File: config.mk
export PLATFORM = sky130hd
export DESIGN_NAME = vector_point_queue_flat
export DESIGN_NICKNAME = d
export VERILOG_FILES = /design/src/rtl/vector_point_queue_pkg.sv /design/src/rtl/vector_point_queue_if.sv /design/src/rtl/vector_fifo.sv /design/src/rtl/vector_point_queue.sv /design/src/flat_wrapper.sv
export SDC_FILE = /design/constraint.sdc
export NUM_CORES = 1
export LEC_CHECK = 0
export ABC_AREA = 1
export CAP_MARGIN = 40
export CORE_ASPECT_RATIO = 0.8
export CORE_MARGIN = 2
export CORE_UTILIZATION = 55
export DETAILED_ROUTE_END_ITERATION = 6
export PLACE_DENSITY = 0.8
export SETUP_SLACK_MARGIN = 0.3
export SLEW_MARGIN = 20
export SYNTH_ARGS = -nofsm -noshare
export SYNTH_HDL_FRONTEND = slang
export SYNTH_SLANG_ARGS = --single-unit
export TNS_END_PERCENT = 5
File: constraint.sdc
create_clock -name clk -period 9.6 [get_ports clk]
set_input_delay 1.92 -clock clk [delete_from_list [all_inputs] [get_ports clk]]
set_output_delay 1.92 -clock clk [all_outputs]
set_load 0.01 [all_outputs]
File: src/rtl/vector_point_queue_pkg.sv
// vector_point_queue_pkg
//   Shared definitions for the vector endpoint queue:
//   - DEFAULT_BITS : default coordinate width (matches the line stepper)
//   - state_e      : queue FSM states (ST_DWELL used only when
//                    VECTOR_POINT_QUEUE_DWELL_EN is defined)
//   - point_width  : width of a packed point record {blank, y, x}
package vector_point_queue_pkg;

    localparam int unsigned DEFAULT_BITS = 16;

    typedef enum logic [2:0] {
        ST_IDLE,
        ST_ISSUE,
        ST_SETTLE,
        ST_WAIT,
        ST_DWELL
    } state_e;

    // Point record layout is {blank, y[BITS-1:0], x[BITS-1:0]}
    function automatic int unsigned point_width(input int unsigned bits);
        return 2 * bits + 1;
    endfunction

endpackage

File: src/rtl/vector_point_queue_if.sv
// vector_point_queue_if
//   Host write port plus stepper handshake for vector_point_queue.
//   master : host/stepper side (drives wr_*, ready, dwell)
//   slave  : queue side (drives full, count, overflow, strobe, x_in, y_in,
//            blank_out, idle)
//   Optional: VECTOR_POINT_QUEUE_DWELL_EN adds DWELL_BITS and the dwell input.
interface vector_point_queue_if
    import vector_point_queue_pkg::*;
#(
    parameter int unsigned BITS       = DEFAULT_BITS,
    parameter int unsigned DEPTH_LOG2 = 4
`ifdef VECTOR_POINT_QUEUE_DWELL_EN
    , parameter int unsigned DWELL_BITS = 8
`endif
);

    logic                  wr_en;
    logic [BITS-1:0]       wr_x;
    logic [BITS-1:0]       wr_y;
    logic                  wr_blank;
    logic                  full;
    logic [DEPTH_LOG2:0]   count;
    logic                  overflow;
    logic                  strobe;
    logic [BITS-1:0]       x_in;
    logic [BITS-1:0]       y_in;
    logic                  blank_out;
    logic                  ready;
    logic                  idle;
`ifdef VECTOR_POINT_QUEUE_DWELL_EN
    logic [DWELL_BITS-1:0] dwell;
`endif

    modport master (
        output wr_en, wr_x, wr_y, wr_blank, ready,
`ifdef VECTOR_POINT_QUEUE_DWELL_EN
        output dwell,
`endif
        input  full, count, overflow, strobe, x_in, y_in, blank_out, idle
    );

    modport slave (
        input  wr_en, wr_x, wr_y, wr_blank, ready,
`ifdef VECTOR_POINT_QUEUE_DWELL_EN
        input  dwell,
`endif
        output full, count, overflow, strobe, x_in, y_in, blank_out, idle
    );

endinterface

File: src/rtl/vector_fifo.sv
// vector_fifo
//   Single-clock synchronous FIFO, 2**DEPTH_LOG2 entries of WIDTH bits.
//   Ports: clk, reset (async, active-high), push/wr_data, pop/rd_data
//   (rd_data shows the head entry), full, empty, count.
//   Pushes while full are rejected even if a pop happens the same cycle.
module vector_fifo
    import vector_point_queue_pkg::*;
#(
    parameter int unsigned WIDTH      = 33,
    parameter int unsigned DEPTH_LOG2 = 4
) (
    input  logic                  clk,
    input  logic                  reset,
    input  logic                  push,
    input  logic [WIDTH-1:0]      wr_data,
    input  logic                  pop,
    output logic [WIDTH-1:0]      rd_data,
    output logic                  full,
    output logic                  empty,
    output logic [DEPTH_LOG2:0]   count
);

    localparam int unsigned DEPTH = 2 ** DEPTH_LOG2;

    logic [WIDTH-1:0]      mem_q [DEPTH];
    logic [DEPTH_LOG2-1:0] wr_ptr_q;
    logic [DEPTH_LOG2-1:0] rd_ptr_q;
    logic [DEPTH_LOG2:0]   count_q;
    logic                  do_push;
    logic                  do_pop;

    // Occupancy never exceeds DEPTH, so the MSB alone marks full.
    assign full    = count_q[DEPTH_LOG2];
    assign empty   = (count_q == '0);
    assign count   = count_q;
    assign do_push = push && !full;
    assign do_pop  = pop && !empty;
    assign rd_data = mem_q[rd_ptr_q];

    always_ff @(posedge clk or posedge reset) begin
        if (reset) begin
            wr_ptr_q <= '0;
            rd_ptr_q <= '0;
            count_q  <= '0;
        end else begin
            if (do_push) wr_ptr_q <= wr_ptr_q + DEPTH_LOG2'(1);
            if (do_pop)  rd_ptr_q <= rd_ptr_q + DEPTH_LOG2'(1);
            if (do_push && !do_pop)
                count_q <= count_q + (DEPTH_LOG2 + 1)'(1);
            else if (!do_push && do_pop)
                count_q <= count_q - (DEPTH_LOG2 + 1)'(1);
        end
    end

    always_ff @(posedge clk) begin
        if (do_push) mem_q[wr_ptr_q] <= wr_data;
    end

endmodule

File: src/rtl/vector_point_queue.sv
// vector_point_queue
//   Buffers host-written (x, y, blank) endpoints and feeds them one at a
//   time to the Bresenham stepper, waiting for its ready between points.
//   Ports: clk, reset (async, active-high), bus (vector_point_queue_if.slave):
//     wr_en/wr_x/wr_y/wr_blank host writes; full/count/overflow status;
//     strobe/x_in/y_in/blank_out to stepper; ready from stepper; idle.
//   Optional: VECTOR_POINT_QUEUE_DWELL_EN adds a DWELL state that holds
//   dwell+1 cycles at each endpoint (dwell input on the bus).
module vector_point_queue
    import vector_point_queue_pkg::*;
#(
    parameter int unsigned BITS       = DEFAULT_BITS,
    parameter int unsigned DEPTH_LOG2 = 4
`ifdef VECTOR_POINT_QUEUE_DWELL_EN
    , parameter int unsigned DWELL_BITS = 8
`endif
) (
    input logic           clk,
    input logic           reset,
    vector_point_queue_if.slave bus
);

    localparam int unsigned PW = point_width(BITS);

    state_e          state_q;
    logic            strobe_q;
    logic            blank_q;
    logic            overflow_q;
    logic [BITS-1:0] x_q;
    logic [BITS-1:0] y_q;
    logic [PW-1:0]   head;
    logic            fifo_full;
    logic            fifo_empty;
    logic            pop;
`ifdef VECTOR_POINT_QUEUE_DWELL_EN
    logic [DWELL_BITS-1:0] dwell_cnt_q;
`endif

    assign pop = (state_q == ST_IDLE) && !fifo_empty && bus.ready;

    vector_fifo #(
        .WIDTH      (PW),
        .DEPTH_LOG2 (DEPTH_LOG2)
    ) u_fifo (
        .clk     (clk),
        .reset   (reset),
        .push    (bus.wr_en),
        .wr_data ({bus.wr_blank, bus.wr_y, bus.wr_x}),
        .pop     (pop),
        .rd_data (head),
        .full    (fifo_full),
        .empty   (fifo_empty),
        .count   (bus.count)
    );

    // Outputs are loaded on the IDLE->ISSUE edge so they are valid
    // for exactly the ISSUE cycle in which strobe is high.
    always_ff @(posedge clk or posedge reset) begin
        if (reset) begin
            state_q    <= ST_IDLE;
            strobe_q   <= 1'b0;
            x_q        <= '0;
            y_q        <= '0;
            blank_q    <= 1'b1;
            overflow_q <= 1'b0;
`ifdef VECTOR_POINT_QUEUE_DWELL_EN
            dwell_cnt_q <= '0;
`endif
        end else begin
            strobe_q <= 1'b0;
            if (bus.wr_en && fifo_full) overflow_q <= 1'b1;
            case (state_q)
                ST_IDLE: begin
                    if (pop) begin
                        state_q  <= ST_ISSUE;
                        strobe_q <= 1'b1;
                        x_q      <= head[BITS-1:0];
                        y_q      <= head[2*BITS-1:BITS];
                        blank_q  <= head[2*BITS];
                    end
                end
                ST_ISSUE:  state_q <= ST_SETTLE;
                // ready seen here still reflects the old destination.
                ST_SETTLE: state_q <= ST_WAIT;
                ST_WAIT: begin
                    if (bus.ready) begin
`ifdef VECTOR_POINT_QUEUE_DWELL_EN
                        dwell_cnt_q <= bus.dwell;
                        state_q     <= ST_DWELL;
`else
                        state_q     <= ST_IDLE;
`endif
                    end
                end
`ifdef VECTOR_POINT_QUEUE_DWELL_EN
                ST_DWELL: begin
                    if (dwell_cnt_q == '0) state_q <= ST_IDLE;
                    else dwell_cnt_q <= dwell_cnt_q - DWELL_BITS'(1);
                end
`endif
                default: state_q <= ST_IDLE;
            endcase
        end
    end

    assign bus.full      = fifo_full;
    assign bus.overflow  = overflow_q;
    assign bus.strobe    = strobe_q;
    assign bus.x_in      = x_q;
    assign bus.y_in      = y_q;
    assign bus.blank_out = blank_q;
    assign bus.idle      = fifo_empty && (state_q == ST_IDLE);

endmodule

File: src/flat_wrapper.sv
// flat-port wrapper written by rule: the top's interface ports become plain ports
module vector_point_queue_flat import vector_point_queue_pkg::*;
#(
    parameter int unsigned BITS       = DEFAULT_BITS,
    parameter int unsigned DEPTH_LOG2 = 4

)
  (clk, reset, bus_wr_en, bus_wr_x, bus_wr_y, bus_wr_blank, bus_ready, bus_full, bus_count, bus_overflow, bus_strobe, bus_x_in, bus_y_in, bus_blank_out, bus_idle);
  vector_point_queue_if #(.BITS(BITS), .DEPTH_LOG2(DEPTH_LOG2)) bus_i ();
  input logic clk;
  input logic reset;
  input wire logic [$bits(bus_i.wr_en)-1:0] bus_wr_en;
  input wire logic [$bits(bus_i.wr_x)-1:0] bus_wr_x;
  input wire logic [$bits(bus_i.wr_y)-1:0] bus_wr_y;
  input wire logic [$bits(bus_i.wr_blank)-1:0] bus_wr_blank;
  input wire logic [$bits(bus_i.ready)-1:0] bus_ready;
  output wire logic [$bits(bus_i.full)-1:0] bus_full;
  output wire logic [$bits(bus_i.count)-1:0] bus_count;
  output wire logic [$bits(bus_i.overflow)-1:0] bus_overflow;
  output wire logic [$bits(bus_i.strobe)-1:0] bus_strobe;
  output wire logic [$bits(bus_i.x_in)-1:0] bus_x_in;
  output wire logic [$bits(bus_i.y_in)-1:0] bus_y_in;
  output wire logic [$bits(bus_i.blank_out)-1:0] bus_blank_out;
  output wire logic [$bits(bus_i.idle)-1:0] bus_idle;
  assign bus_i.wr_en = bus_wr_en;
  assign bus_i.wr_x = bus_wr_x;
  assign bus_i.wr_y = bus_wr_y;
  assign bus_i.wr_blank = bus_wr_blank;
  assign bus_i.ready = bus_ready;
  assign bus_full = bus_i.full;
  assign bus_count = bus_i.count;
  assign bus_overflow = bus_i.overflow;
  assign bus_strobe = bus_i.strobe;
  assign bus_x_in = bus_i.x_in;
  assign bus_y_in = bus_i.y_in;
  assign bus_blank_out = bus_i.blank_out;
  assign bus_idle = bus_i.idle;
  vector_point_queue #(.BITS(BITS), .DEPTH_LOG2(DEPTH_LOG2)) u_core (.clk(clk), .reset(reset), .bus(bus_i));
endmodule
# --- Word-level counts from Yosys, hierarchy flattened ---
# Memories as Yosys holds them, arrays and structs flattened. A register that Yosys moved wholly into a read port is not among the register bits.
# Index checks and enable logic that the tools add are counted.
word_totals:
  output_inout_bits: 42
  mem_bits_rw: 528
  n_memories: 1
  reg_bits: 18
op_classes:
  eq_ne: 5
  reduce_logical: 17
  n_addsub: 4
  n_mux: 9
memory_table:
  columns: ["memory", "depth", "width", "rd", "rd_clocked_by_memory_dff", "write_ports", "line_no", "source"]
  rows:
  - ["u_core.u_fifo.mem_q", 16, 33, 1, 1, 1, "vector_fifo.sv:25", "logic [WIDTH-1:0] mem_q [DEPTH];"]
op_table:
  columns: ["cell", "n"]
  rows:
  - ["case mux 3 bit (4 select lines)", 1]
  - ["2-to-1 mux 5 bit", 2]
  - ["adder 4 x 1 -> 4 bit (second input constant)", 2]
  - ["logical AND 1 bit", 8]
  - ["equality test 3 x 2 -> 1 bit (second input constant)", 2]
  - ["2-to-1 mux 3 bit", 2]
  - ["adder 5 x 1 -> 5 bit (second input constant)", 1]
  - ["zero test 5 bit", 1]
  - ["subtractor 5 x 1 -> 5 bit (second input constant)", 1]
  - ["zero test 1 bit", 4]
  - ["2-to-1 mux 1 bit", 4]
  - ["!= test 2 bit (second input constant)", 2]
  - ["AND reduction 2 bit", 2]
  - ["equality test 3 x 1 -> 1 bit (second input constant)", 1]
  - ["zero test 3 bit", 1]
  - ["nonzero test 2 bit", 1]

# --- Longest topological paths before layout ---
# Gate-level depths: netlist (run 1).
depth:
  word_depth: 8
  ltp_mapped: 16
  depth_no_buf: 15

# --- By module ---
# Synthesis (run 1) repeated with hierarchy kept, for this count alone.
hier_totals:
  hier_cells: 2345
  area_unflattened_um2: 24384.6
by_module_without_submodules:
  columns: ["mod", "area_each_um2", "cells_per_inst", "seq_area_each_um2", "instances"]
  rows:
  - ["vector_fifo", 22879.4, 2176, 16180.5, 1]
  - ["vector_point_queue", 1505.2, 169, 927.1, 1]

# --- Worst setup path before layout (run 1) ---
# No wires, ideal clock.
synth_timing:
  path_type: "input to register"
  start: "input bus_wr_en"
  end: "memory u_core.u_fifo.mem_q[11][0] (enable)"
  arrival_ns: 4.348
  setup_ns: 0.464
  required_ns: 9.136
  path_buffers: 0
  setup_slack_ns: 4.788
  path_stages: 2
  path_cell_list: "nand2_1 nor3_1"
synth_between:
  elab_chain_len: 3
synth_lines:
  columns: ["item", "line_no", "source"]
  rows:
  - ["start, declared", "flat_wrapper.sv:12", "input wire logic [$bits(bus_i.wr_en)-1:0] bus_wr_en;"]
  - ["logical AND 1 bit", "vector_fifo.sv:36", "assign do_push = push && !full;"]
  - ["2-to-1 mux 1 bit", "vector_fifo.sv:56", "if (do_push) mem_q[wr_ptr_q] <= wr_data;"]
  - ["2-to-1 mux 1 bit (implied by the code)", "vector_fifo.sv:56", null]
  - ["end, declared", "vector_fifo.sv:25", null]
# No other way between the ends.

# --- Final worst setup path (run 1) ---
layout_timing:
  start: "register u_core.state_q[0]"
  end: "output bus_idle"
layout_between:
  elab_chain_len: 2
layout_lines:
  columns: ["item", "line_no", "source"]
  rows:
  - ["start, declared", "vector_point_queue.sv:25", "state_e state_q;"]
  - ["start signal, assigned", "vector_point_queue.sv:60", "state_q <= ST_IDLE;"]
  - ["start signal, assigned", "vector_point_queue.sv:75", "state_q <= ST_ISSUE;"]
  - ["start signal, assigned", "vector_point_queue.sv:82", "ST_ISSUE: state_q <= ST_SETTLE;"]
  - ["zero test 3 bit", "vector_point_queue.sv:112", "assign bus.idle = fifo_empty && (state_q == ST_IDLE);"]
  - ["logical AND 1 bit", "vector_point_queue.sv:112", null]
  - ["end, declared", "flat_wrapper.sv:24", "output wire logic [$bits(bus_i.idle)-1:0] bus_idle;"]
# No other way between the ends.

==> results.sh, run 1 <==
export IMPL_route_antenna_remaining_nets=0
export IMPL_gr_usage_all_layers_pct=25.9
export IMPL_drv_cap=0
export IMPL_post_drt_wl_per_cell_um=21.7
export IMPL_place_detailed_hpwl_mm=32.8
export IMPL_cts_tree="done"
export IMPL_finalCritPeriodShare_pct=41.0
export IMPL_post_drt_via_cell_ratio=5.86
export IMPL_synthCells=2000
export IMPL_critical_path_endpoint_type="output port"
export IMPL_drt_pass1_iterations=5
export IMPL_post_route_min_period_ns=3.93
export IMPL_final_setup_viol_count=0
export IMPL_p_int_uw=4990
export IMPL_run_status="finished clean"
export IMPL_grt_pass1_wl_mm=88.9
export IMPL_combPwrFrac_pct=33.8
export IMPL_net_switching_power_uw=2910
export IMPL_cts_inserted_buffers=54
export IMPL_origin_of_the_critical_flop_to_flop_path="u_core.u_fifo.rd_ptr_q[0]$_DFFE_PP0P_"
export IMPL_pwr_share_seq_pct=40.4
export IMPL_power_share_switching_pct=36.8
export IMPL_netlist_area_leader_share_pct=67.5
export IMPL_final_setup_skew_ns=0.0138
export IMPL_drcViolationCount=0
export IMPL_die_height_um=189
export IMPL_critical_path_required_ns=7.68
export IMPL_first_iter_violations=2283
export IMPL_p_per_area_nw_per_um2=296
export IMPL_post_synth_instance_area_sq_um=23500
export IMPL_share_clk_of_total_power_pct=25.8
export IMPL_final_max_slew_violation_count=0
export IMPL_synth_seq_cells=578
export IMPL_hold_path_cell_count=1
export IMPL_aggregate_global_routing_overflow=0
export IMPL_syn_nets=2051
export IMPL_clkLatencyLatePin_ns=0.59
export IMPL_synthesis_area_per_instance_sq_um=11.7
export IMPL_pin_count_of_the_biggest_net_entering_global_routing=112
export IMPL_synth_edf_count=528
export IMPL_core_area_sq_um=42000
export IMPL_port_buffers=78
export IMPL_endpoint_of_the_lowest_slack_register_to_register_path="u_core.bus.y_in[14]$_DFFE_PP0P_"
export IMPL_cts_max_level=2
export IMPL_clk_pin_slew_ns=0.06
export IMPL_ctsResizeCount=0
export IMPL_postPlaceCellArea_sq_um=24900
export IMPL_power_static_leakage_uw=0.00998
export IMPL_vias=15512
export IMPL_floorplan_initialDensity_pct=55.9
export IMPL_vias_in_the_first_global_route=15327
export IMPL_yosysUniqueCellTypes=28
export IMPL_numPlacedInstances=2547
export IMPL_critical_path_startpoint_type="flop"
export IMPL_unrepaired_setup_endpoints_after_global_routing="false"
export IMPL_area_growth_syn_to_layout_pct=13.4
export IMPL_cts_root_buf="clkbuf_16"
export IMPL_synth_top_cells_by_area="edfxtp_1, nand2_1, nand3_1"
export IMPL_final_cell_count_no_fill=2649
export IMPL_routabilityCongestion=0.807
export IMPL_hold_path_endpoint="u_core.bus.overflow$_DFFE_PP0P_"
export IMPL_min_path_type="flop to flop"
export IMPL_tightestPinTransition_ns=0.832
export IMPL_antenna_found_initial=3
export IMPL_fp_dieArea_sq_um=44400
export IMPL_synth_top_area_cell="edfxtp_1"
export IMPL_postCtsSetupBuffers=0
export IMPL_synth_ff_type="edfxtp_1"
export IMPL_setup_tns_ns=0
export IMPL_timing_hold_ws_ns=0.455
export IMPL_wirelength_mm=57.4
export IMPL_clock_tree_buffer_depth=3
export IMPL_ys_async_sr_fraction_pct=8.65
export IMPL_row_count=67
export IMPL_critical_path_class="flop to output port"
export IMPL_io_pins=79
export IMPL_drive_above_1_share_pct=6.97
export IMPL_seq_area_frac_synth_pct=72.8
export IMPL_timing_critical_path_fanout_max=3
export IMPL_min_delay_start="u_core.bus.overflow$_DFFE_PP0P_"
export IMPL_irDropWorstVdd_v=0.000165
export IMPL_worst_r2r_cell_count=13
export IMPL_timing_reg2reg_setup_slack_ns=5.88
export IMPL_relSlewSlack_pct=44.5
export IMPL_clkSinkCount=578
export IMPL_critical_path_arrival_ns=2.01
export IMPL_utilization_pct=63.4
export IMPL_die_width_um=235
export IMPL_number_of_hold_slack_violations_in_the_final_timing_report=0
export IMPL_final_cell_area_sq_um=26600
export IMPL_post_cts_hold_buffer_count=0
export IMPL_yosysWarnings=0
export IMPL_max_clock_freq_mhz=254
export IMPL_nNetsFinal=2106
cell usage after synthesis (2+ instances only):
cell	instances
dfrtp_1	49
edfxtp_1	528
buf_6	30
clkinv_1	2
nand4_1	2
clkbuf_1	16
nor2_1	18
buf_2	54
inv_1	19
buf_4	12
inv_2	3
nand2_1	820
buf_1	6
o21ai_0	9
nand3_1	400
xor2_1	7
ha_1	13
nor3_1	2
logic make-up after synthesis:
group	share of synthesized area, %
XOR/XNOR	0.298
AO/OA/AOI/OAI	0.314
flip-flops	72.8
AND/OR/NAND/NOR	22.1
buffers and inverters	3.73
adder cells (fa/ha/maj)	0.778
worst max-delay path by stage:
stage	startpoint	endpoint	slack, ns
2_1_floorplan	bus_wr_en	u_core.u_fifo.mem_q[11][0]$_DFFE_PP_	4.79
3_3_place_gp	bus_ready	u_core.u_fifo.count[4]$_DFFE_PP0P_	4.83
3_5_place_dp	bus_ready	u_core.u_fifo.count[4]$_DFFE_PP0P_	5.27
4_1_cts	u_core.state_q[0]$_DFFE_PP0P_	bus_idle	5.64
5_1_grt	u_core.u_fifo.count[1]$_DFFE_PP0P_	bus_idle	5.58
6_report	u_core.state_q[0]$_DFFE_PP0P_	bus_idle	5.67
final cells by class:
| cell class | count | area [sq um] |
|---|---|---|
| sequential | 578 | 17100 |
| fill | 3045 | 15400 |
| multi-input combinational | 1279 | 5620 |
| clock buffer | 79 | 1570 |
| timing repair buffer | 117 | 1440 |
| tap | 552 | 691 |
| inverter | 25 | 101 |
| clock inverter | 17 | 93.8 |
| antenna | 2 | 5.00 |
worst max-delay path, stage by stage, from the launching register on:
cell	delay [ns]
dfrtp_1	0.39
inv_1	0.10
ha_1	0.21
inv_1	0.07
nor2_1	0.11
clkdlybuf4s50_1	0.56
metal layers:
metal	up-vias	share of wire (%)	wire, um	track usage, %
li1	7014	-	-	-
met1	7496	40	23200	36.4
met2	898	48	27400	41.9
met3	104	9.6	5530	4.68
met4	0	2.2	1260	7.89
met5	-	0	0	0
cell usage in the layout, fill, tap and decap left out:
cell type	count
buf_4	17
clkinv_2	10
xor2_1	7
o21ai_0	9
dfrtp_1	46
a31oi_1	1
dfstp_2	1
a21o_1	1
o211ai_1	1
clkinv_1	6
diode_2	2
dfrtp_2	1
ha_1	13
edfxtp_1	528
nor2_1	4
dfrtp_4	2
fa_1	1
clkdlybuf4s50_1	78
or2_2	1
inv_2	4
a21boi_0	1
clkinv_4	1
xnor2_1	1
inv_4	1
inv_6	2
nand2_2	1
clkinvlp_4	2
buf_16	12
nand3_1	400
inv_1	16
nand2_1	820
buf_12	10
clkbuf_16	55
nand4_1	2
clkbuf_8	10
nor3_2	2
clkbuf_1	14
nor2_4	14
state kept, by name, summed over array words and instances, names as in the netlist:
register and flops:
u_core.u_fifo.count 5, u_core.u_fifo.rd_ptr_q 4, u_core.bus.y_in 16, u_core.u_fifo.wr_ptr_q 4
u_core.bus.blank_out 1, u_core.bus.overflow 1, u_core.bus.strobe 1, u_core.u_fifo.mem_q 528
u_core.bus.x_in 16, u_core.state_q 2
power groups by stage:
| stage | Sequential, uW | Combinational [uW] | Clock [uW] |
|---|---|---|---|
| 3_5_place_dp | 3230 | 2590 | 0 |
| 2_1_floorplan | 3180 | 1840 | 0 |
| 4_1_cts | 3190 | 2610 | 2050 |
| 3_3_place_gp | 3230 | 2460 | 0 |
| 6_report | 3190 | 2670 | 2040 |
| 5_1_grt | 3210 | 2940 | 2160 |
per-stage QoR:
step	setup slack [ns]	total power [uW]
floorplan	4.79	5020
global placement	4.83	5690
detailed placement	5.27	5820
CTS	5.64	7850
global route	5.58	8310
finish	5.67	7900
Note: power is estimated with default switching activity, not from simulation.
==> run 2, diff against run 1 <==
==> constraint.sdc (replaced) <==
create_clock -name clk -period 4 [get_ports clk]
set_input_delay 0.8 -clock clk [delete_from_list [all_inputs] [get_ports clk]]
set_output_delay 0.8 -clock clk [all_outputs]
set_load 0.01 [all_outputs]
==> run 2 against run 1 <==
Compared with the run above: clock-buffer cell count is 8 lower; first-iteration DRC count is 17% lower; final cell count is 0.11% higher; utilization is 0.17 points lower; critical endpoint is now u_core.bus.y_in[3]$_DFFE_PP0P_.
==> results.sh, run 2 (synthesis results as in run 1) <==
export IMPL_post_route_min_period_ns=2.81
export IMPL_cts_tree="done"
export IMPL_fin_ws_ns=1.19
export IMPL_clkLatencyLatePin_ns=0.59
export IMPL_critical_path_class="flop to flop"
export IMPL_finalCritPeriodShare_pct=70.3
export IMPL_cts_root_buf="clkbuf_16"
export IMPL_pwr_share_seq_pct=39.7
export IMPL_antenna_found_initial=0
export IMPL_clk_pin_slew_ns=0.06
export IMPL_numPlacedInstances=2552
export IMPL_pin_count_of_the_biggest_net_entering_global_routing=195
export IMPL_p_int_uw=12200
export IMPL_setup_tns_ns=0
export IMPL_dp_worst_setup_slack_ns=0.870
export IMPL_die_width_um=235
export IMPL_post_drt_wl_per_cell_um=21.3
export IMPL_most_common_cell_after_layout_fill_and_taps_aside="nand2_1"
export IMPL_max_clock_freq_mhz=356
export IMPL_area_growth_syn_to_layout_pct=13.1
export IMPL_final_setup_viol_count=0
export IMPL_most_common_layout_cells="nand2_1, edfxtp_1, nand3_1"
export IMPL_first_iter_violations=1893
export IMPL_gr_usage_all_layers_pct=25.3
export IMPL_drt_pass1_iterations=6
export IMPL_port_buffers=78
export IMPL_share_clk_of_total_power_pct=26.7
export IMPL_vias_in_the_first_global_route=15046
export IMPL_core_area_sq_um=42000
export IMPL_drv_cap=0
export IMPL_unrepaired_setup_endpoints_after_global_routing="false"
export IMPL_multi_input_area_sq_um=5620
export IMPL_nNetsFinal=2108
export IMPL_sequential_cell_area_sq_um=17100
export IMPL_layout_filler_cells=2987
export IMPL_power_share_switching_pct=36.1
export IMPL_largest_register_ffs=528
export IMPL_cts_inserted_buffers=52
export IMPL_timing_critical_path_buf_inv=2
export IMPL_die_height_um=189
export IMPL_critical_path_arrival_ns=3.34
export IMPL_io_pins=79
export IMPL_grt_pass1_wl_mm=86.8
export IMPL_wirelength_mm=56.5
export IMPL_fp_dieArea_sq_um=44400
export IMPL_max_flop_register="u_core.u_fifo.mem_q"
export IMPL_diodes=0
export IMPL_path_common_cell="nand2_1"
export IMPL_critical_path_required_ns=4.53
export IMPL_post_cts_hold_buffer_count=0
export IMPL_clock_tree_buffer_depth=3
export IMPL_cts_max_level=2
export IMPL_route_antenna_remaining_nets=0
export IMPL_timing_critical_path_cells="buf_12 -> buf_4 -> nand2_1 -> nand3_1 -> nand3_1 -> nand2_1 -> nand2_1 -> nand2_1 -> nand2_1 -> nand2_1"
export IMPL_ctsResizeCount=0
export IMPL_final_max_slew_violation_count=0
export IMPL_final_setup_skew_ns=0.0168
export IMPL_relSlewSlack_pct=40.0
export IMPL_number_of_hold_slack_violations_in_the_final_timing_report=0
export IMPL_drcViolationCount=0
export IMPL_power_static_leakage_uw=0.00998
export IMPL_origin_of_the_critical_flop_to_flop_path="u_core.u_fifo.rd_ptr_q[0]$_DFFE_PP0P_"
export IMPL_combPwrFrac_pct=33.6
export IMPL_clkSinkCount=578
export IMPL_utilization_pct=63.3
export IMPL_startpoint="u_core.u_fifo.rd_ptr_q[0]$_DFFE_PP0P_"
export IMPL_timing_reg2reg_setup_slack_ns=1.19
export IMPL_irDropWorstVdd_v=0.000733
export IMPL_critical_path_max_stage_delay_ns=0.77
export IMPL_critical_path_endpoint_type="flop"
export IMPL_postCtsSetupBuffers=0
export IMPL_place_detailed_hpwl_mm=31.4
export IMPL_routabilityCongestion=0.839
export IMPL_timing_critical_path_fanout_max=194
export IMPL_critical_path_startpoint_type="flop"
export IMPL_critical_path_top_delay_family="buffers and inverters"
export IMPL_post_drt_via_cell_ratio=5.86
export IMPL_net_switching_power_uw=6890
export IMPL_timing_hold_ws_ns=0.385
export IMPL_vias=15553
export IMPL_run_status="finished clean"
export IMPL_floorplan_initialDensity_pct=55.9
export IMPL_drive_above_1_share_pct=7.00
export IMPL_aggregate_global_routing_overflow=0
export IMPL_tightestPinTransition_ns=0.899
export IMPL_min_path_type="input port to asynchronous set/reset pin"
export IMPL_crit_path_top_delay_cell="buf_4"
export IMPL_final_cell_count_no_fill=2652
export IMPL_row_count=67
export IMPL_p_per_area_nw_per_um2=719
-- run 2: final timing paths --
check                           depth (start not counted)                                  to
max in group asynchronous                               4    u_core.bus.blank_out$_DFFE_PP1P_
min in group clk                                        1     u_core.bus.overflow$_DFFE_PP0P_
worst max-delay path                                   10      u_core.bus.y_in[3]$_DFFE_PP0P_
worst max register to register                         10      u_core.bus.y_in[3]$_DFFE_PP0P_
worst min-delay path                                    2  u_core.u_fifo.count[4]$_DFFE_PP0P_
worst min register to register                          1     u_core.bus.overflow$_DFFE_PP0P_
-- run 2: through the flow --
stage | instance area, sq um | power [uW]
CTS | 26500 | 19000
global placement | 24700 | 13700
global route | 26600 | 20100
finish | 26600 | 19100
detailed placement | 24800 | 13900
floorplan | 23500 | 12000
-- run 2: layout make-up --
class                   count  share of cell area, %
multi-input cells        1279                   21.2
flip-flops and latches    578                   64.4
well taps                 552                   2.60
repair buffers            121                   4.90
clock buffers              71                   5.47
inverters                  25                  0.381
clock inverters            26                   1.05
-- run 2: metal layers --
layer | up-vias | GRT usage (%) | share of wire (%)
met5 | - | 0 | 0
met4 | 0 | 8.35 | 2.9
met3 | 118 | 3.76 | 9.6
met2 | 896 | 40.9 | 48
met1 | 7527 | 35.7 | 39
li1 | 7012 | - | -
-- run 2: power groups by stage --
| stage | clock (uW) | sequential (uW) | combinational (uW) |
|---|---|---|---|
| 6_report | 5100 | 7580 | 6420 |
| 5_1_grt | 5370 | 7630 | 7080 |
| 4_1_cts | 5130 | 7570 | 6320 |
| 3_5_place_dp | 0 | 7690 | 6250 |
| 3_3_place_gp | 0 | 7670 | 6040 |
| 2_1_floorplan | 0 | 7630 | 4420 |
==> run 3, diff against run 2 <==
==> constraint.sdc (replaced) <==
create_clock -name clk -period 2.7 [get_ports clk]
set_input_delay 0.54 -clock clk [delete_from_list [all_inputs] [get_ports clk]]
set_output_delay 0.54 -clock clk [all_outputs]
set_load 0.01 [all_outputs]
==> run 3 against run 2 <==
Compared with the run above: utilization up 0.70 points; sequential share of layout area fell by 0.70 points; clock power is 45% higher; die area stayed put; flip-flop and latch count is the same; routed wire length is 1.3% lower; combinational power grew 52%; non-clock buffer count increased by 20; critical path type is now flop to output port.
==> results.sh, run 3 (synthesis results as in run 1) <==
export IMPL_run_status="finished clean"
export IMPL_gr_usage_all_layers_pct=25.0
export IMPL_row_count=67
export IMPL_origin_of_the_critical_flop_to_flop_path="u_core.u_fifo.count[1]$_DFFE_PP0P_"
export IMPL_cts_max_level=2
export IMPL_most_common_layout_cells="nand2_1, edfxtp_1, nand3_1"
export IMPL_core_area_sq_um=42000
export IMPL_final_max_slew_violation_count=0
export IMPL_vias=15659
export IMPL_critical_path_class="flop to output port"
export IMPL_timing_critical_path_cells="inv_1 -> ha_2 -> inv_1 -> nor2_1 -> dlygate4sd2_1"
export IMPL_layout_filler_cells=2950
export IMPL_pwr_share_seq_pct=39.5
export IMPL_vias_in_the_first_global_route=15368
export IMPL_net_switching_power_uw=10300
export IMPL_share_clk_of_total_power_pct=26.1
export IMPL_post_cts_hold_buffer_count=0
export IMPL_combPwrFrac_pct=34.4
export IMPL_post_drt_via_cell_ratio=5.85
export IMPL_irDropWorstVdd_v=0.000661
export IMPL_die_height_um=189
export IMPL_unrepaired_setup_endpoints_after_global_routing="false"
export IMPL_pin_count_of_the_biggest_net_entering_global_routing=139
export IMPL_timing_hold_ws_ns=0.173
export IMPL_clock_tree_buffer_depth=3
export IMPL_timing_reg2reg_setup_slack_ns=0.57
export IMPL_postPlaceCellArea_sq_um=25100
export IMPL_endpoint="bus_idle"
export IMPL_clkSinkCount=578
export IMPL_finalCritPeriodShare_pct=82.4
export IMPL_drive_above_1_share_pct=8.29
export IMPL_area_growth_syn_to_layout_pct=14.3
export IMPL_drcViolationCount=0
export IMPL_io_pins=79
export IMPL_most_common_cell_after_layout_fill_and_taps_aside="nand2_1"
export IMPL_critical_path_startpoint_type="flop"
export IMPL_power_static_leakage_uw=0.0101
export IMPL_cts_inserted_buffers=54
export IMPL_largest_register_ffs=528
export IMPL_startpoint="u_core.state_q[0]$_DFFE_PP0P_"
export IMPL_numPlacedInstances=2574
export IMPL_p_int_uw=18100
export IMPL_clkLatencyLatePin_ns=0.60
export IMPL_p_per_area_nw_per_um2=1050
export IMPL_max_clock_freq_mhz=449
export IMPL_die_width_um=235
export IMPL_drt_pass1_iterations=5
export IMPL_critical_path_max_stage_delay_ns=0.38
export IMPL_multi_input_area_sq_um=5640
export IMPL_final_setup_viol_count=0
export IMPL_timing_critical_path_fanout_max=3
export IMPL_post_route_min_period_ns=2.23
export IMPL_final_cell_count_no_fill=2676
export IMPL_diodes=0
export IMPL_max_flop_register="u_core.u_fifo.mem_q"
export IMPL_power_uw=28300
export IMPL_min_path_type="input port to asynchronous set/reset pin"
export IMPL_power_share_switching_pct=36.2
export IMPL_final_setup_skew_ns=0.0199
export IMPL_clk_pin_slew_ns=0.06
export IMPL_cts_tree="done"
export IMPL_sequential_cell_area_sq_um=17100
export IMPL_tightestPinTransition_ns=0.750
export IMPL_drv_cap=0
export IMPL_wirelength_mm=55.8
export IMPL_place_detailed_hpwl_mm=31.9
export IMPL_path_common_cell="inv_1"
export IMPL_post_drt_wl_per_cell_um=20.9
export IMPL_relSlewSlack_pct=49.9
export IMPL_critical_path_required_ns=2.16
export IMPL_grt_pass1_wl_mm=86.2
export IMPL_aggregate_global_routing_overflow=0
export IMPL_endpoint_of_the_lowest_slack_register_to_register_path="u_core.u_fifo.count[4]$_DFFE_PP0P_"
export IMPL_worst_r2r_cell_count=15
export IMPL_first_iter_violations=1838
export IMPL_nNetsFinal=2130
export IMPL_dp_worst_setup_slack_ns=0.148
export IMPL_route_antenna_remaining_nets=0
export IMPL_final_cell_area_sq_um=26900
export IMPL_cts_root_buf="clkbuf_16"
export IMPL_routabilityCongestion=0.827
export IMPL_antenna_found_initial=0
export IMPL_critical_path_arrival_ns=1.69
export IMPL_fin_ws_ns=0.474
export IMPL_floorplan_initialDensity_pct=55.9
export IMPL_number_of_hold_slack_violations_in_the_final_timing_report=0
export IMPL_crit_path_top_delay_cell="dfrtp_1"
export IMPL_fp_dieArea_sq_um=44400
export IMPL_critical_path_endpoint_type="output port"
export IMPL_port_buffers=78
==> run 3: worst max-delay path: cells and delay by family, from the launching register on <==
| kind | cells | cell delay, ns |
|---|---|---|
| and+or+nand+nor | 1 | 0.08 |
| buffers and inverters | 3 | 0.43 |
| adders and majority gates | 1 | 0.21 |
| DFF | 1 | 0.38 |
==> run 3: through the flow <==
stage,TNS [ns],utilization (%)
CTS,0,63.9
global placement,0,59.8
floorplan,-9.81,-
finish,0,64.0
global route,0,64.0
detailed placement,0,59.9
==> run 3: layout make-up <==
type	count	share of cell area, %
multi-input combinational	1279	21.0
clock inverter	34	1.06
clock buffer	67	5.29
inverter	25	0.377
timing repair buffer	141	5.97
sequential	578	63.7
tap	552	2.57
==> run 3: worst min path at each step <==
stage / startpoint / to / slack (ns) / depth (start not counted)
floorplan: u_core.bus.blank_out$_DFFE_PP1P_ / u_core.bus.blank_out$_DFFE_PP1P_ / 0.47 / 2
global placement: u_core.bus.overflow$_DFFE_PP0P_ / u_core.bus.overflow$_DFFE_PP0P_ / 0.44 / 1
detailed placement: u_core.bus.x_in[13]$_DFFE_PP0P_ / u_core.bus.x_in[13]$_DFFE_PP0P_ / 0.46 / 2
CTS: reset / u_core.bus.overflow$_DFFE_PP0P_ / 0.17 / 2
global route: reset / u_core.bus.overflow$_DFFE_PP0P_ / 0.19 / 2
finish: reset / u_core.u_fifo.count[4]$_DFFE_PP0P_ / 0.17 / 2
==> run 3: timing repair <==
action,CTS,global route
pin swaps,0,1
gates resized for setup,2,3
setup buffers,0,1
endpoints found under the setup margin,1,1
hold endpoints to repair,0,0
==> run 3: routing by layer <==
layer	up-vias	wire, um	global-route usage [%]
met4	0	2160	10.1
met1	7540	22300	34.7
li1	7052	-	-
met2	910	26000	40.1
met5	-	0	0
met3	157	5310	4.07
==> run 3: power groups by stage <==
stage | Combinational, uW | Sequential [uW] | Clock, uW
2_1_floorplan | 6560 | 11300 | 0
3_3_place_gp | 9290 | 11300 | 0
3_5_place_dp | 9580 | 11400 | 0
4_1_cts | 9680 | 11200 | 7440
5_1_grt | 10800 | 11300 | 7780
6_report | 9740 | 11200 | 7380
==> RTL change 1, RTL diff (flow settings as in run 2) <==
Encoding of `state_e`: now one-hot (5 bits for 5 states).
--- a/src/rtl/vector_point_queue_pkg.sv
+++ b/src/rtl/vector_point_queue_pkg.sv
@@ -10,8 +10,8 @@
 
-    typedef enum logic [2:0] {
-        ST_IDLE,
-        ST_ISSUE,
-        ST_SETTLE,
-        ST_WAIT,
-        ST_DWELL
+    typedef enum logic [4:0] {
+        ST_IDLE   = 5'b00001,
+        ST_ISSUE  = 5'b00010,
+        ST_SETTLE = 5'b00100,
+        ST_WAIT   = 5'b01000,
+        ST_DWELL  = 5'b10000
     } state_e;
Behaviour: same outputs for any inputs over 4 cycles, from zero or initial values and one cycle with reset high; so few cycles prove little.
==> RTL change 1 against run 2 <==
Synthesized area fell by 0.83%. Final area about the same. Maximum frequency down 1.1%. Cell count down 0.83%. Utilization grew 0.24 points. Worst setup slack lost 0.032 ns. Non-clock buffer count unchanged. Routed wire length is 2.1% lower. Die area fell by 0.81%. Critical endpoint is now bus_idle. Global-route usage rose by 0.28 points. Sequential cell count up 2. Total power up 1.4%. Sequential share of layout area is 0.20 points higher.
==> RTL change 1: results (changes against run 2) <==
outcome finished, final reports clean (unchanged); slowest cell delay on critical path 0.54 ns (was 0.77 ns); post-synth cell types 29 (was 28); H-tree levels 2 (unchanged); met2 usage 0.398 (was 0.409); post-synthesis mux area share 0 (unchanged); first-pass GRT wire length 85300 microns (was 86800 microns); Seq/Total Area, Yosys 0.736 (was 0.728); Resize count post-CTS 0 (unchanged); Worst Path Max Fanout 5 (was 194); Commonest cells post-synth 820 x nand2_1, 528 x edfxtp_1, 341 x nand3_1 (was 820 x nand2_1, 528 x edfxtp_1, 400 x nand3_1); PortBufs 78 (unchanged); Layout Skew 0.0167 ns (was 0.0168 ns); hpwl dp 31700 microns (was 31400 microns); CP max stage cell clkdlybuf4s50_1 (was buf_4); asr flop ratio synth 0.0897 (was 0.0865); number of global-route vias before repair 14974 (was 15046); Post-CTS Setup Inserts 0 (unchanged); share of cells above drive strength 1 0.0741 (was 0.0700); wire per inst 21.0 microns (was 21.3 microns); via/cell ratio 5.82 (was 5.86); register-to-register setup slack 1.58 ns (was 1.19 ns); clock latency on the worst-skew pair 0.58 ns; Largest Register u_core.u_fifo.mem_q (unchanged); main flop type after synthesis edfxtp_1 (unchanged); Placement Setup Slack 0.858 ns (was 0.870 ns); Leak Pwr 9.96 nW (was 9.98 nW); max_slew headroom 0.438 (was 0.400); clock transition at the registers of the reported paths 0.06 ns (about the same); Post-synth EDFFs 528 (unchanged); n_diodes 0 (unchanged); pin count of the biggest net entering global routing 172 (was 195); clk buf depth 3 (unchanged); critical path arrival 2.04 ns (was 3.34 ns); Synth area leaders edfxtp_1 68%, nand2_1 13%, nand3_1 7.3%, dfrtp_1 5.4%, buf_2 1.3% (was edfxtp_1 67%, nand2_1 13%, nand3_1 8.5%, dfrtp_1 5.2%, buf_6 1.4%); total track usage 0.256 (was 0.253); TritonCTS Buffers 53 (was 52); First DRT Iteration DRCs 1917 (was 1893); VDD IR max 0.000644 V (was 0.000733 V); Crit path max-delay family buffers and inverters (unchanged); max reg flops 528 (unchanged); routing usage on met3 0.0427 (was 0.0376); Hold Crit Class flip-flop to flip-flop (was input port to async pin); Post-Synth XOR/XNOR Area 0.00338 (was 0.00298); Syn Nets 2018 (was 2051); clk root buf clkbuf_16 (unchanged); Post-Synth Adder-Cell Area 0.00569 (was 0.00778); final hold slack 0.461 ns (was 0.385 ns); RePlAce Congestion 0.839 (about the same); fin nets 2082 (was 2108); Period Utilization, post-route 0.711 (was 0.703); yosys warns 0 (unchanged); initial antenna violation count 0 (unchanged); Initial DRT Pass Iterations 6 (unchanged); most common cell in the netlist nand2_1 (unchanged); met1 Track Usage GR 0.376 (was 0.357); Synth Area in Compound Gates 0.0108 (was 0.00314)
-- RTL change 1: cell count changes after synthesis, sizes merged, moves of 2 or more --
cell,change
a21oi,+42
buf,-3
clkbuf,-3
ha,-4
inv,-3
nand3,-58
nor2,+6
nor3,-2
o21ai,-5
-- RTL change 1: where the power goes --
group	internal, mW	leakage (nW)	total [mW]	switching [mW]
combinational	1.97	3.64	6.39	4.42
clock	3.27	0.927	5.43	2.16
sequential	7.26	5.39	7.55	0.295
total	12.5	9.96	19.4	6.87
-- RTL change 1: layer usage --
metal | part of all wire | vias to the layer above | wire (microns)
li1 | - | 6926 | -
met1 | 0.41 | 7429 | 22900
met2 | 0.47 | 859 | 26000
met3 | 0.094 | 105 | 5180
met4 | 0.023 | 0 | 1260
met5 | 0 | - | 0
-- RTL change 1: cell type report --
cell class,count,area [sq um]
flip-flops and latches,580,17200
fillers,2975,15300
multi-input cells,1257,5500
clock buffers,68,1450
repair buffers,121,1220
well taps,552,691
clock inverters,30,435
inverters,22,87.6
-- RTL change 1: final timing paths --
path,to,startpoint,cells after the start
max,bus_idle,u_core.state_q[2],4
min,u_core.bus.overflow,u_core.bus.overflow,1
max reg2reg,u_core.u_fifo.mem_q[2][31],u_core.u_fifo.count[4],6
min reg2reg,u_core.bus.overflow,u_core.bus.overflow,1
max in group asynchronous,u_core.u_fifo.rd_ptr_q[0],reset,3
min in group asynchronous,u_core.u_fifo.count[4],reset,2
-- RTL change 1: metrics by stage --
| step | cells | instance area [sq um] |
|---|---|---|
| floorplan | 1971 | 23300 |
| global placement | 2528 | 24600 |
| detailed placement | 2531 | 24700 |
| CTS | 2629 | 26500 |
| global route | 2630 | 26600 |
| finish | 2630 | 26600 |
==> RTL change 2, RTL diff (flow settings as in run 2) <==
Without the edit above. `DEPTH_LOG2` is set to 4 in 4 places; all go to 3.
--- a/src/rtl/vector_point_queue_if.sv
+++ b/src/rtl/vector_point_queue_if.sv
@@ -10,3 +10,3 @@
     parameter int unsigned BITS       = DEFAULT_BITS,
-    parameter int unsigned DEPTH_LOG2 = 4
+    parameter int unsigned DEPTH_LOG2 = 3
 `ifdef VECTOR_POINT_QUEUE_DWELL_EN
--- a/src/rtl/vector_fifo.sv
+++ b/src/rtl/vector_fifo.sv
@@ -9,3 +9,3 @@
     parameter int unsigned WIDTH      = 33,
-    parameter int unsigned DEPTH_LOG2 = 4
+    parameter int unsigned DEPTH_LOG2 = 3
 ) (
--- a/src/rtl/vector_point_queue.sv
+++ b/src/rtl/vector_point_queue.sv
@@ -12,3 +12,3 @@
     parameter int unsigned BITS       = DEFAULT_BITS,
-    parameter int unsigned DEPTH_LOG2 = 4
+    parameter int unsigned DEPTH_LOG2 = 3
 `ifdef VECTOR_POINT_QUEUE_DWELL_EN
--- a/src/flat_wrapper.sv
+++ b/src/flat_wrapper.sv
@@ -4,3 +4,3 @@
     parameter int unsigned BITS       = DEFAULT_BITS,
-    parameter int unsigned DEPTH_LOG2 = 4
+    parameter int unsigned DEPTH_LOG2 = 3
 
Ports: changed (resized bus_count); port bits go from 79 to 78. No check against the original RTL was run, so the function may have changed too.
==> RTL change 2 against run 2 <==
Clock power down 46%. Register-to-register slack better by 0.32 ns. Sequential cell count down 267. Global-route usage down 1.6 points. Routed wire length down 49%. The run now ends with DRC left. Final area down 43%. Clock skew down 0.0045 ns. Critical path type is now flip-flop to output pin. Worst setup slack worse by 0.15 ns. Synthesized area down 44%. Total power down 43%. Hold slack better by 0.072 ns. Sequential power down 42%. Highest routed layer unchanged. Via count down 43%.
==> RTL change 2: results (changes against run 2) <==
outcome complete, but fails checks (was finished, final reports clean); failing checks DRC; PortBufs 77 (was 78); CP max stage cell clkdlybuf4s50_1 (was buf_4); Met1 Routed Length 12100 microns (was 22100 microns); fmax 338 MHz (was 356 MHz); worst setup path end bus_idle (was u_core.bus.y_in[3]); final hold slack 0.457 ns (was 0.385 ns); routing usage on met3 0.0363 (was 0.0376); Commonest cells post-synth 423 x nand2_1, 264 x edfxtp_1, 212 x inv_1 (was 820 x nand2_1, 528 x edfxtp_1, 400 x nand3_1); met2 usage 0.379 (was 0.409); Synth area leaders edfxtp_1 60%, nand2_1 12%, dfrtp_1 8.7%, nand3_1 7.7%, inv_1 6.0% (was edfxtp_1 67%, nand2_1 13%, nand3_1 8.5%, dfrtp_1 5.2%, buf_6 1.4%); Seq/Total Area, Yosys 0.690 (was 0.728); register-to-register setup slack 1.51 ns (was 1.19 ns); H-tree levels 1 (was 2); Worst Path Max Fanout 6 (was 194); filler instances 1715 (was 2987); Worst-Margin Slew 0.821 ns (was 0.899 ns); DR DRC count 2 (was 0); hpwl dp 17500 microns (was 31400 microns); slowest cell delay on critical path 0.54 ns (was 0.77 ns); Layout Skew 0.0123 ns (was 0.0168 ns); met1 Track Usage GR 0.335 (was 0.357); max_cap viols 0 (unchanged); Syn Nets 1295 (was 2051); metal3 WL 2540 microns (was 5450 microns); NetSw 3.82 mW (was 6.89 mW); DR WL met2 13700 microns (was 27300 microns); max reg flops 264 (was 528); First DRT Iteration DRCs 915 (was 1893); origin of the critical flop-to-flop path u_core.u_fifo.count[3] (was u_core.u_fifo.rd_ptr_q[0]); Hold Crit Class flip-flop to flip-flop (was input port to async pin); Leak Pwr 6.62 nW (was 9.98 nW); Non-Filler Instances 1657 (was 2652); clk root buf clkbuf_16 (unchanged); total track usage 0.237 (was 0.253); Inst Count DP 1603 (was 2552); initial antenna violation count 0 (unchanged); clock latency on the worst-skew pair 0.55 ns (was 0.59 ns); combinational group share of total power 0.335 (was 0.336); Critical Path Start u_core.state_q[0] (was u_core.u_fifo.rd_ptr_q[0]); first-pass GRT wire length 46000 microns (was 86800 microns); pin count of the biggest net entering global routing 85 (was 195); Placement Setup Slack 0.747 ns (was 0.870 ns); Clock Power Share 0.256 (was 0.267); TritonCTS Buffers 29 (was 52); critical path arrival 2.16 ns (was 3.34 ns); fin nets 1369 (was 2108); sequential cell area 9110 sq um (was 17100 sq um); share of cells above drive strength 1 0.0662 (was 0.0700); Initial DRT Pass Iterations 7 (was 6); asr flop ratio synth 0.151 (was 0.0865); Post-synth EDFFs 264 (was 528); final total power 10.8 mW (was 19.1 mW); highest routed layer met4 (unchanged); post-synth cell types 30 (was 28); drt total wl 29000 microns (was 56500 microns); worst reg2reg endpoint u_core.u_fifo.mem_q[0][26] (was u_core.bus.y_in[3]); Gate Count Post-Synth 1249 (was 2000); cells on worst reg2reg path 5 (was 10)
RTL change 2: final cells by class:
| type | instances | share of cell area |
|---|---|---|
| Clock inverter | 18 | 0.0126 |
| Timing Repair Buffer | 101 | 0.0669 |
| Clock buffer | 35 | 0.0497 |
| Multi-Input combinational cell | 665 | 0.196 |
| Sequential cell | 311 | 0.597 |
| Inverter | 215 | 0.0530 |
| Tap cell | 312 | 0.0256 |
RTL change 2: kinds of logic (layout without fill, tap and decap cells):
kind of cell / after synthesis / after routing / share of synthesized area
fa+ha+maj: 9 / 9 / 0.00910
simple gates: 642 / 642 / 0.204
buf+inv: 273 / 369 / 0.0887
flops: 311 / 311 / 0.690
compound gates: 9 / 9 / 0.00540
xor+xnor: 5 / 5 / 0.00332
RTL change 2: worst max-delay path: cells and delay by family (launching register included):
family,cells,cell delay [ns]
buffers and inverters,3,0.74
adder cells (fa/ha/maj),1,0.26
flip-flops,1,0.41
AND/OR/NAND/NOR,1,0.22
